[src/rtl/counter_updown_32_pkg.sv]
// Shared definitions for the up/down counter:
// command modes, debug state codes, widths.
package counter_updown_32_pkg;

  localparam int WIDTH  = 32;
  localparam int WRAP_W = 16;

  typedef enum logic [1:0] {
    MODE_UP   = 2'd0,
    MODE_DN1  = 2'd1,
    MODE_DN3  = 2'd2,
    MODE_LOAD = 2'd3
  } mode_e;

  typedef enum logic [2:0] {
    ST_IDLE  = 3'd0,
    ST_UP    = 3'd1,
    ST_DOWN  = 3'd2,
    ST_DOWN3 = 3'd3,
    ST_LOAD  = 3'd4
  } state_e;

  // Debug state reached after executing mode m.
  function automatic state_e mode_to_state(
    input mode_e m
  );
    state_e s;
    s = ST_IDLE;
    unique case (m)
      MODE_UP:   s = ST_UP;
      MODE_DN1:  s = ST_DOWN;
      MODE_DN3:  s = ST_DOWN3;
      MODE_LOAD: s = ST_LOAD;
    endcase
    return s;
  endfunction

endpackage

[src/rtl/counter_updown_32_next.sv]
// Combinational next-count datapath:
// one extra bit carries the carry/borrow out.
module counter_updown_32_next
  import counter_updown_32_pkg::*;
#(
  parameter int W = WIDTH
) (
  input  logic [W-1:0] q_i,
  input  mode_e        modo_i,
  input  logic [W-1:0] para_i,
  output logic [W-1:0] next_q_o,
  output logic         carry_o
);

  logic [W:0] sum;

  // Widened add/sub; bit W is carry (up) or borrow (down).
  always_comb begin
    sum = '0;
    unique case (modo_i)
      MODE_UP:   sum = {1'b0, q_i} + (W+1)'(1);
      MODE_DN1:  sum = {1'b0, q_i} - (W+1)'(1);
      MODE_DN3:  sum = {1'b0, q_i} - (W+1)'(3);
      MODE_LOAD: sum = {1'b0, para_i};
    endcase
    next_q_o = sum[W-1:0];
    carry_o  = sum[W];
  end

endmodule

[src/rtl/counter_updown_32.sv]
// Programmable up/down counter with carry pulse,
// load acknowledge, saturating wrap count, debug FSM.
module counter_updown_32
  import counter_updown_32_pkg::*;
#(
  parameter int WIDTH  = counter_updown_32_pkg::WIDTH,
  parameter int WRAP_W = counter_updown_32_pkg::WRAP_W
) (
  input  logic              clk,
  input  logic              reset_L,
  input  logic              enable,
  input  logic [1:0]        modo,
  input  logic [WIDTH-1:0]  para,
  output logic [WIDTH-1:0]  q,
  output logic              rco,
  output logic              load_ack,
  output logic [WRAP_W-1:0] wrap_cnt,
  output logic [2:0]        state
);

  localparam logic [WRAP_W-1:0] WRAP_MAX = '1;

  mode_e             mode;
  logic [WIDTH-1:0]  nxt_q;
  logic              nxt_c;

  logic [WIDTH-1:0]  q_q, q_d;
  logic              rco_q, rco_d;
  logic              ack_q, ack_d;
  logic [WRAP_W-1:0] wrap_q, wrap_d;
  state_e            st_q, st_d;

  assign mode = mode_e'(modo);

  counter_updown_32_next #(
    .W (WIDTH)
  ) u_next (
    .q_i      (q_q),
    .modo_i   (mode),
    .para_i   (para),
    .next_q_o (nxt_q),
    .carry_o  (nxt_c)
  );

  // Datapath next values; disabled cycles hold count, drop pulses.
  always_comb begin
    q_d   = q_q;
    rco_d = 1'b0;
    ack_d = 1'b0;
    if (enable) begin
      q_d   = nxt_q;
      rco_d = nxt_c;
      ack_d = (mode == MODE_LOAD);
    end
  end

  // Wrap counter counts rco pulses and sticks at all-ones.
  always_comb begin
    wrap_d = wrap_q;
    if (rco_d && (wrap_q != WRAP_MAX)) begin
      wrap_d = wrap_q + WRAP_W'(1);
    end
  end

  // Datapath registers, reset wins over any command.
  always_ff @(posedge clk) begin
    if (!reset_L) begin
      q_q    <= '0;
      rco_q  <= 1'b0;
      ack_q  <= 1'b0;
      wrap_q <= '0;
    end else begin
      q_q    <= q_d;
      rco_q  <= rco_d;
      ack_q  <= ack_d;
      wrap_q <= wrap_d;
    end
  end

  // FSM state register.
  always_ff @(posedge clk) begin
    if (!reset_L) begin
      st_q <= ST_IDLE;
    end else begin
      st_q <= st_d;
    end
  end

  // FSM next state: any state, incl. illegal codes, follows modo.
  always_comb begin
    st_d = st_q;
    if (enable) begin
      st_d = mode_to_state(mode);
    end
  end

  // FSM output: expose the last executed mode.
  always_comb begin
    state = st_q;
  end

  assign q        = q_q;
  assign rco      = rco_q;
  assign load_ack = ack_q;
  assign wrap_cnt = wrap_q;

endmodule

[config.mk]
export PLATFORM = sky130hd
export DESIGN_NAME = counter_updown_32
export DESIGN_NICKNAME = d
export VERILOG_FILES = /design/src/rtl/counter_updown_32_pkg.sv /design/src/rtl/counter_updown_32_next.sv /design/src/rtl/counter_updown_32.sv
export SDC_FILE = /design/constraint.sdc
export NUM_CORES = 1
export LEC_CHECK = 0
export ABC_CLOCK_PERIOD_IN_PS = 10000
export BUFFER_PORTS_ARGS = -buffer_cell sky130_fd_sc_hd__buf_2
export CORE_MARGIN = 8
export CORE_UTILIZATION = 45
export DETAILED_ROUTE_END_ITERATION = 10
export GPL_TIMING_DRIVEN = 0
export HOLD_SLACK_MARGIN = 0.03
export PLACE_DENSITY = 0.69
export SKIP_LAST_GASP = 1
export SLEW_MARGIN = 5
export SYNTH_ARGS = -nofsm -noshare
export SYNTH_HDL_FRONTEND = slang
export SYNTH_SLANG_ARGS = --single-unit
export TNS_END_PERCENT = 5
[constraint.sdc]
create_clock -name clk -period 10 [get_ports clk]
set_input_delay 1 -clock clk [delete_from_list [all_inputs] [get_ports clk]]
set_output_delay 1 -clock clk [all_outputs]
set_load 0.01 [all_outputs]
-- Word level (Yosys, flattened, before mapping)
Index checks and enable logic that the tools add are counted.
- flip-flop bits (word level): 53
- input bits: 37
- eq/ne operators: 4
- multiplexer cells: 3
- add/subtract/negate cells: 4
- reductions and logical operators: 3
- operator list (operator ; number):
    $pmux 33 s4 ; 1
    $add 32x1->33 const B ; 1
    $sub 32x1->33 const B ; 1
    $sub 32x2->33 const B ; 1
    $add 16x1->16 const B ; 1
    $ne 16x16->1 const B ; 1
    $pmux 3 s4 ; 1
    $eq 2x2->1 const B ; 2
    $eq 2x1->1 const B ; 1
    $logic_not 2->1 ; 1
    $reduce_and 2->1 ; 1
    $logic_and 1x1->1 ; 1
    $mux 1 ; 1

-- Depth between registers and ports, before layout
Gate-level depths: netlist of the first run.
- depth after elaboration: 4
- depth in mapped cells: 15
- gate-level depth less buffers: 12

-- Hierarchy
Synthesis of the first run repeated with hierarchy kept, for this count alone.
- cell total of the unflattened synthesis: 528
- area total of the unflattened synthesis: 4215.3 µm²
- by module, submodules not included (module ; times used ; area each (µm²) ; cells an instance):
    counter_updown_32 ; 1 ; 2153.3 ; 221
    counter_updown_32_next ; 1 ; 2062.0 ; 307

-- Worst setup path before layout of the first run
No wires, ideal clock.
- path kind: input to register
- start: input modo[0]
- end: register wrap_q[5], in the netlist wrap_cnt[5]
- setup time: 0.132 ns
- stages on the path: 14
- path slack: 5.791 ns
- path buffers: 3
- arrival: 4.077 ns
- cells stage by stage: inv_1 > ha_1 > ha_1 > buf_2 > and3_4 > and2_1 > o32ai_2 > a31oi_2 > o31ai_2 > nor2_1 > buf_6 > buf_2 > o41ai_1 > a21oi_1
- cells in the longest elaborated chain, start to end: 4
- elaborated cells between the ends (all ways): 7
- classes of those cells: 3 x eq/ne; 2 x mux; 2 x reduce/logical
- ends and longest elaborated chain (what ; line ; source):
    from (decl) ; counter_updown_32.sv:12 ; input logic [1:0] modo,
    $eq 2x2->1 (tied with other cells) ; counter_updown_32_next.sv:20 ; unique case (modo_i)
    $pmux 33 s4 (*) ; counter_updown_32_next.sv:20 ;
    $mux 1 (*) ; counter_updown_32.sv:50 ; if (enable) begin
    $logic_and 1x1->1 (*) ; counter_updown_32.sv:60 ; if (rco_d && (wrap_q != WRAP_MAX)) begin
    to (signal assigned) ; counter_updown_32.sv:76 ; wrap_q <= wrap_d;
    to (decl) ; counter_updown_32.sv:30 ; logic [WRAP_W-1:0] wrap_q, wrap_d;
Mark *: on every way between the ends. The rest lies on a longest branch, timed or not.
A chain may end at the register's enable or synchronous reset.

-- Final worst setup path of the first run
Same ends and word-level chain as after synthesis.

==> results.md, run 1 <==
- Across every metal layer, demand over resource in global routing totals around a fifth.
- In this run the tool buffered the top-level ports with ~90 buffer cells.
- The cell with the largest stage delay on the worst path is sky130_fd_sc_hd__ha_2.
- The share of cells above drive strength 1 is about 18%.
- Setup repair after global routing left no endpoint under its margin.
- The run finished with clean final reports.
- In this run the critical register-to-register path is captured at wrap_cnt[5]$_SDFFE_PN0P_.
- The net count of the finished layout is ~730.
- In this run the critical register-to-register path is launched from q[0]$_SDFFE_PN0P_.
- Wire segments on met3 add up to 841 um in the final route.
- Setup violations remaining at the end of the flow were counted as 0.
- Walking the worst path, the cells encountered are buf_2, inv_1, ha_2, ha_1, a21oi_1, o21ai_0, a221o_1, o31ai_2, nor2_1, buf_6, buf_2, o41ai_1, a21oi_1.
- The worst hold path belongs to the class flip-flop to flip-flop.
- By startpoint and endpoint, the worst setup path is classified as primary input to flip-flop.
- The core footprint is slightly above 9000 um2.
- The total via count in the routed design is between 4,000 and 5,000.
- The detail route stage leaves a number of antenna-violating nets equal to 0.
- The slack of the worst reg-to-reg path is 6.66 ns.
- Of all cell types, the one taking the most synthesized area is sky130_fd_sc_hd__dfxtp_1.
- The via count of the first global-routing pass was 4,403.
- The placed instances occupy a cell area of 4868 um2.
- The area overhead of the layout relative to synthesis is 17.30%.
- After the first detailed-routing iteration, the DRC count stood at roughly 380.
- The clock tree from TritonCTS is built.
- When the netlist entered floorplanning its net count stood at around 630.
- The number of setup buffers added after CTS is 0.
- The overflow left after global routing is 0.
- The number of max-slew violations in the final report is 0.
- The setup total negative slack is 0 ns.
- The cell chosen for the clock root is sky130_fd_sc_hd__clkbuf_8.
- The hold path startpoint is state[2]$_SDFFE_PN0P_.
- In the synthesized netlist the async set-or-reset flop fraction comes to 0%.
- The floorplan die area is between 10,000 and 15,000 um2.
- Summing every instance area after synthesis gives 4267 um2.
- The tool flagged a number of max-cap violations equal to 0.
- The final clock skew is about 0.010 ns.
- The worst register-to-register path has a depth of 12.
- Before antenna repair, the detailed router went through 5 iterations.
- The initial standard-cell utilization of the core is 46.17%.
- The design draws around 0.76 mW.
- The maximum clock frequency is 225.2 MHz.
- The end of the worst hold path is state[2]$_SDFFE_PN0P_.
- Clock-pin slew was measured on the worst setup and hold paths at approximately 0.1 ns.
- The required time reported for the critical path endpoint is just over 10 ns.
- The sum of met2 wire segment lengths after detailed routing is between 6 and 7 mm.
- In this run the static leakage power is approximately 2.2 nW.
- After detailed routing, the number of vias per cell comes to between 5 and 6.
- The largest net degree at the start of global routing is 34.
- The highest ir drop seen on vdd is 0.00008785 V.
- The worst slack after detailed placement is a little under 5 ns.
- Counting flops and latches in the post-synthesis netlist gives 53.
- The final critical-path setup slack is roughly 5.6 ns.
- The buffers plus inverters on the worst setup path is 4.
- The first global-routing pass estimated roughly 22 mm of wire.
- The number of standard cells in the layout, taps in and fillers out is 783.
- The share of the core filled with cells is 54.16%.
- The final HPWL from detailed placement is about 10 mm.
- The cell count after synthesis is 558.
- The number of antenna violations at the first check in global routing is 0.
- The number of warnings issued by yosys is 0.
- The number of instances in the placed design is about 780.
- The number of clock sinks is 53.
- In the final routing, the length of wire on met1 measures ~6 mm.
- The critical path crosses 13 cells after its start point.
- The maximum clock path buffer count is 2.
- Dividing total power by cell area gives a power density of 152.8 nW/um2.
- The worst hold path cell count is 2.
- The maximum fanout count along the critical path is 33.
- On the worst path, the slowest cell contributes a delay of 0.82 ns.
- The number of enable flip-flop cells after synthesis is 0.
- The sequential-to-total area share from yosys stat is between 20 and 25%.
- The post-layout instance area is 5005 um2.
- The total clock buffers created by CTS is 5.
- The hold violation count in the final report is 0.
- The number of hold-repair buffers added at the cts stage is 0.
- The final worst hold slack is 0.5090 ns.
- Headroom to the max-slew limit came out at around half.
- For the finished layout, the period the worst path requires is roughly 4.4 ns.
- Sorting the synthesized cells by area gives the leading types as sky130_fd_sc_hd__dfxtp_1 25%, sky130_fd_sc_hd__ha_1 11%, sky130_fd_sc_hd__a21oi_1 7.7%.
- The worst setup path is launched from a primary input.
- The number of gates given a new drive strength after cts is 0.
- The unique cell type count in the Yosys netlist is 61.
- In the synthesized netlist the dominant register cell turns out to be sky130_fd_sc_hd__dfxtp_1.
- The diode insertion count for antenna repair is 0.
- STA puts the critical path data arrival time at about 4.6 ns.
- Row generation in the floorplan step produced 35 rows.
- Pin placement for this block handled 90 I/O pins.
- The fraction of synthesized cell area taken by the top area cell type is between 20% and 30%.
- The width of the chip is between 100 and 150 um.
- The sort of element at the end of the critical path is a flip-flop.
- The wire length per cell is between 15 and 20 um.
- The mean post-synth cell area is about 7.6 um2.
- The remaining routing DRC violations is 0.
- The maximum level of the CTS H-tree is 2.
- For the pin with the worst max-slew slack, the measured transition is around 0.75 ns.
- The clock latency at the later pin of the worst-skew pair is roughly 0.31 ns.
- The vertical extent of the die is around 110 um.
- Routability-driven placement finished with a final weighted congestion of 0.9918.
- The post-detailed-routing wire length is 13.66 mm.
- The family with the most delay on the worst path is compound AO/OA/AOI/OAI gates.
- The part of the cycle the worst path needs is roughly 44%.
- After detailed routing, no signal wire sits above met4.
[Yosys cell counts, types with 11 or more instances]
| cell type | n |
|---|---|
| sky130_fd_sc_hd__inv_1 | 12 |
| sky130_fd_sc_hd__a21o_1 | 11 |
| sky130_fd_sc_hd__o211ai_1 | 19 |
| sky130_fd_sc_hd__a21oi_1 | 66 |
| sky130_fd_sc_hd__xnor2_1 | 16 |
| sky130_fd_sc_hd__dfxtp_1 | 53 |
| sky130_fd_sc_hd__nand2_1 | 53 |
| sky130_fd_sc_hd__nor2_1 | 45 |
| sky130_fd_sc_hd__nand2b_1 | 13 |
| sky130_fd_sc_hd__ha_1 | 36 |
| sky130_fd_sc_hd__o21ai_0 | 50 |
| sky130_fd_sc_hd__clkbuf_1 | 21 |
| sky130_fd_sc_hd__nand3_1 | 17 |
[cells by family (layout without fill, tap and decap cells)]
| logic type | Yosys count | in the layout | synth area share (%) |
|---|---|---|---|
| compound gates | 207 | 207 | 31.20 |
| simple gates | 181 | 181 | 20.88 |
| flops | 53 | 53 | 24.87 |
| buf+inv | 44 | 140 | 4.282 |
| fa+ha+maj | 37 | 37 | 11.03 |
| xor+xnor | 25 | 25 | 5.132 |
| mux | 11 | 11 | 2.610 |
[state kept, by name (all words and copies together) (netlist names)]
register	flops
q	32
wrap_cnt	16
state	3
load_ack	1
rco	1
[routing by layer]
metal  up-vias  track usage [%]
met5         -                0
met3        20            3.117
met4         0            6.483
li1       2261                -
met1      2219            26.58
met2       170            34.64
[power by group]
group / total, mW / internal, mW / switching (mW)
Sequential: 0.246 / 0.230 / 0.0165
Combinational: 0.341 / 0.137 / 0.204
Clock: 0.178 / 0.0996 / 0.0779
Total: 0.765 / 0.467 / 0.298
[worst max-delay path by stage]
| stage | endpoint | startpoint | slack, ns |
|---|---|---|---|
| global route | wrap_cnt[5]$_SDFFE_PN0P_ | modo[0] | 5.26 |
| global placement | wrap_cnt[5]$_SDFFE_PN0P_ | modo[0] | 4.92 |
| finish | wrap_cnt[5]$_SDFFE_PN0P_ | modo[0] | 5.56 |
| detailed placement | wrap_cnt[5]$_SDFFE_PN0P_ | modo[0] | 4.90 |
| floorplan | wrap_cnt[5]$_SDFFE_PN0P_ | modo[0] | 5.79 |
| CTS | wrap_cnt[5]$_SDFFE_PN0P_ | modo[0] | 5.21 |
[placed cells by master (no fill, tap or decap), types with 6 or more instances in the layout]
master	synthesis	layout
sky130_fd_sc_hd__nor2_1	45	45
sky130_fd_sc_hd__o221ai_1	6	6
sky130_fd_sc_hd__dfxtp_1	53	53
sky130_fd_sc_hd__inv_1	12	12
sky130_fd_sc_hd__clkbuf_1	21	21
sky130_fd_sc_hd__xnor2_1	16	16
sky130_fd_sc_hd__a21o_1	11	11
sky130_fd_sc_hd__o21ai_0	50	50
sky130_fd_sc_hd__nand3_1	17	17
sky130_fd_sc_hd__a21oi_1	66	66
sky130_fd_sc_hd__nand4_1	6	6
sky130_fd_sc_hd__mux2i_1	10	10
sky130_fd_sc_hd__o21bai_1	6	6
sky130_fd_sc_hd__buf_2	8	96
sky130_fd_sc_hd__nand2_1	53	53
sky130_fd_sc_hd__nor3_1	10	10
sky130_fd_sc_hd__xor2_1	9	9
sky130_fd_sc_hd__a211oi_1	6	6
sky130_fd_sc_hd__ha_1	36	35
sky130_fd_sc_hd__nand2b_1	13	13
sky130_fd_sc_hd__o211ai_1	19	19
[worst register-to-register path: stages, from the launching register on]
cell and delay [ns]:
sky130_fd_sc_hd__dfxtp_1 0.45, sky130_fd_sc_hd__inv_1 0.10, sky130_fd_sc_hd__fa_1 0.47, sky130_fd_sc_hd__nand2b_1 0.18
sky130_fd_sc_hd__a21oi_1 0.27, sky130_fd_sc_hd__o211ai_1 0.22, sky130_fd_sc_hd__a31oi_2 0.38, sky130_fd_sc_hd__and3b_1 0.25
sky130_fd_sc_hd__nor2_1 0.07, sky130_fd_sc_hd__buf_6 0.15, sky130_fd_sc_hd__buf_2 0.18, sky130_fd_sc_hd__o41ai_1 0.38
sky130_fd_sc_hd__a21oi_1 0.12
[final cells by class]
| class | count | area, um2 |
|---|---|---|
| multi-input combinational | 461 | 3025 |
| sequential | 53 | 1061 |
| clock inverter | 3 | 65.06 |
| clock buffer | 5 | 68.82 |
| timing repair buffer | 88 | 440.4 |
| tap | 129 | 161.4 |
| fill | 926 | 4235 |
| inverter | 12 | 45.04 |
| buffer | 32 | 137.6 |
Power figures use the tool's default switching activity.
==> inputs of run 2 (changes only) <==
--- a/config.mk
+++ b/config.mk
@@ -5,7 +5,7 @@
 export SDC_FILE = /design/constraint.sdc
 export NUM_CORES = 1
 export LEC_CHECK = 0
-export ABC_CLOCK_PERIOD_IN_PS = 10000
+export ABC_CLOCK_PERIOD_IN_PS = 4150
 export BUFFER_PORTS_ARGS = -buffer_cell sky130_fd_sc_hd__buf_2
 export CORE_MARGIN = 8
 export CORE_UTILIZATION = 45
==> constraint.sdc (replaced) <==
create_clock -name clk -period 4.15 [get_ports clk]
set_input_delay 0.415 -clock clk [delete_from_list [all_inputs] [get_ports clk]]
set_output_delay 0.415 -clock clk [all_outputs]
set_load 0.01 [all_outputs]
==> run 2 against run 1 <==
Critical path depth did not move. Die area unchanged. Worst hold slack worse by 0.11 ns. Final cell count did not move. Clock power up 140%. Sequential power is 140% higher. First-iteration DRC count is 0.52% lower. Setup slack lost 5.0 ns. Combinational power up 140%. Critical path type unchanged. Critical endpoint unchanged. Highest routed layer unchanged.
==> results.md, run 2 (synthesized netlist as in run 1, its figures left out) <==
- The flow ran to the end, and the final reports show no timing, DRC or antenna violations.
- The cell chosen for the clock root is sky130_fd_sc_hd__clkbuf_8.
- The hold violation count in the final report is 0 (unchanged).
- By startpoint and endpoint, the worst setup path is classified as primary input to flip-flop.
- The I/O pin count was 90 (unchanged).
- The flip-flop count of the largest register, all copies and words added is 32 (unchanged).
- The net count of the finished layout is 727 (unchanged).
- The overflow left after global routing came to 0 (unchanged).
- In the layout the commonest cells are 96 x sky130_fd_sc_hd__buf_2, 66 x sky130_fd_sc_hd__a21oi_1, 53 x sky130_fd_sc_hd__nand2_1, 53 x sky130_fd_sc_hd__dfxtp_1, 50 x sky130_fd_sc_hd__o21ai_0.
- The clock latency at the later pin of the worst-skew pair is 0.31 ns (about the same).
- The reg-to-reg critical path endpoint is wrap_cnt[5]$_SDFFE_PN0P_.
- The leading cell type in the layout, fill and taps excluded is sky130_fd_sc_hd__buf_2.
- The number of instances in the placed design is 775 (unchanged).
- The maximum clock path buffer count came to 2 (unchanged).
- The maximum fanout count along the critical path came to 33 (unchanged).
- The routed via count divided by cell count was 5.953 (-0.19%).
- The required time reported for the critical path endpoint came to 4.33 ns (-5.85 ns).
- The global-route wire length before repair is 21.87 mm (about the same).
- The number of detailed-routing iterations run before antenna repair came to 5 (unchanged).
- The width of the chip is 113.4 um (unchanged).
- The critical path ends at wrap_cnt[5]$_SDFFE_PN0P_.
- The number of nets still failing antenna checks after routing was 0 (unchanged).
- The final clock skew is 0.007680 ns (-0.002408 ns).
- Based on the critical path, the design can be clocked at up to between 200 and 300 MHz.
- The reported leakage power came to 2.155 nW (about the same).
- The DRC marker count from the first detailed-route iteration is 382 (-0.52%).
- The share of cells above drive strength 1 came to 18.35% (unchanged).
- The launching element of the worst setup path is modo[0].
- The power per standard cell area came to 367.6 nW/um2 (+140%).
- The data arrival time at the worst-slack endpoint is 3.72 ns (-0.90 ns).
- The total clock buffers created by CTS is 5 (unchanged).
- The via count of the first global-routing pass is 4,416 (+0.30%).
- Setup repair after global routing left no endpoint under its margin.
- The clock tree from TritonCTS is built.
- The number of antenna violations at the first check in global routing came to 0 (unchanged).
- The delay of the slowest critical-path stage was 0.55 ns (-0.27 ns).
- The number of hold-repair buffers added at the cts stage was 0 (unchanged).
- The critical register-to-register path startpoint is q[0]$_SDFFE_PN0P_.
- The instance area at placement came to 4868 um2 (unchanged).
- The cell with the largest stage delay on the worst path is sky130_fd_sc_hd__ha_4.
- The length in cells of the worst reg-to-reg path is 12 (unchanged).
- The diode insertion count for antenna repair was 0 (unchanged).
- The clock input transition at the sequential cells of the worst setup and hold paths is 0.10 ns (about the same).
- The row count is 35 (unchanged).
- The number of clock sinks was 53 (unchanged).
- The count of fill cells added during filler insertion is 926 (unchanged).
- The initial standard-cell utilization of the core was 46.17% (unchanged).
- Of the available clock period, the critical path in the final layout requires a little under nine tenths.
- The post-detailed-routing wire length is 13.70 mm (+0.31%).
- Compared with the post-synthesis result, the final layout area differs by 17.54%.
- The total global-route track usage is 20.65% (about the same).
- The number of standard cells in the layout, taps in and fillers out came to 783 (unchanged).
- The remaining routing DRC violations is 0 (unchanged).
- The number of max-slew violations in the final report came to 0 (unchanged).
- The final critical-path setup slack is 0.6025 ns (-4.956 ns).
- The signal on the critical path passes through buf_2, inv_1, ha_4, ha_1, a21oi_1, o21ai_0, a221o_1, o31ai_2, nor2_1, buf_6, buf_2, o41ai_1, a21oi_1.
- The pin slew with the least headroom to its limit was 0.6810 ns (-0.06455 ns).
- The total via count in the routed design is 4,661 (-0.19%).
- The power consumption is 1.844 mW (+140%).
- The maximum level of the CTS H-tree is 2 (unchanged).
- The final HPWL from detailed placement came to 10.28 mm (unchanged).
- The core footprint is 9240 um2 (unchanged).
- The largest net degree at the start of global routing is 34 (unchanged).
- The normalized max-slew margin was 54.60% (+4.3 points).
- The number of input and output port buffers inserted is 88 (unchanged).
- The final-report setup violation count was 0 (unchanged).
- The routability-driven placement congestion ratio is 0.9918 (unchanged).
- The floorplan die area came to 12,850 um2 (unchanged).
- The highest ir drop seen on vdd is 0.0002107 V (+140%).
- The clock period could shrink to 3.548 ns.
- The sort of element at the end of the critical path is a flip-flop.
- The wire length per cell was 17.50 um (+0.31%).
- The worst slack after detailed placement is -0.3634 ns (-5.265 ns).
- The startpoint type of the worst setup path is a primary input.
- The post-layout instance area came to 5015 um2 (+0.20%).
- The vertical extent of the die came to 113.4 um (unchanged).
- The path category of the worst min-delay check is primary input to flip-flop.
- The slack of the worst reg-to-reg path is 0.80 ns (-5.86 ns).
- The max-cap check violation count is 0 (unchanged).
==> run 2: what timing repair did <==
action / CTS / global route
resized for setup: 1 / 1
setup buffers: 0 / 0
setup endpoints to repair: 2 / 1
==> run 2: area by class of cell <==
type                       count  area [um2]  area share, %
sequential                    53        1061          21.16
tap                          129       161.4          3.219
buffer                        32       137.6          2.745
clock buffer                   5       68.82          1.372
timing repair buffer          88       440.4          8.782
multi-input combinational    461        3035          60.53
clock inverter                 3       65.06          1.297
inverter                      12       45.04         0.8982
==> run 2: worst min-delay path by stage <==
stage                       endpoint  depth (start not counted)                  start  slack [ns]
6_report           q[9]$_SDFFE_PN0P_                          3                para[9]        0.40
3_3_place_gp   state[1]$_SDFFE_PN0P_                          2  state[1]$_SDFFE_PN0P_        0.48
5_1_grt            q[9]$_SDFFE_PN0P_                          3                para[9]        0.40
4_1_cts           q[14]$_SDFFE_PN0P_                          3               para[14]        0.39
2_1_floorplan  state[2]$_SDFFE_PN0P_                          2  state[2]$_SDFFE_PN0P_        0.49
3_5_place_dp   state[2]$_SDFFE_PN0P_                          2  state[2]$_SDFFE_PN0P_        0.49
==> run 2: metrics by stage <==
step	hold WS [ns]	utilization, %	TNS (ns)
2_1_floorplan	0.4945	-	0
5_1_grt	0.3957	54.27	0
6_report	0.3987	54.27	0
3_5_place_dp	0.4851	52.69	-3.165
3_3_place_gp	0.4798	52.69	-2.879
4_1_cts	0.3878	54.16	0
==> run 2: worst max-delay path, delay by kind of cell <==
kind                     cells  cell delay, ns
AO/OA/AOI/OAI                6            1.71
adder cells (fa/ha/maj)      2            0.94
buffers and inverters        4            0.54
AND/OR/NAND/NOR              1            0.11
==> run 2: metal layers <==
layer	vias to the layer above	GRT usage, %	routed length (um)
met4	0	6.483	289
met3	25	3.117	866
li1	2256	-	-
met5	-	0	0
met2	189	34.88	6422
met1	2191	26.42	6123
==> run 2: report_power, final <==
group / total (mW) / leakage [nW] / internal (mW) / switching, mW
combinational: 0.824 / 1.65 / 0.333 / 0.492
clock: 0.426 / 0.0681 / 0.240 / 0.186
sequential: 0.594 / 0.436 / 0.554 / 0.0402
total: 1.84 / 2.16 / 1.13 / 0.718
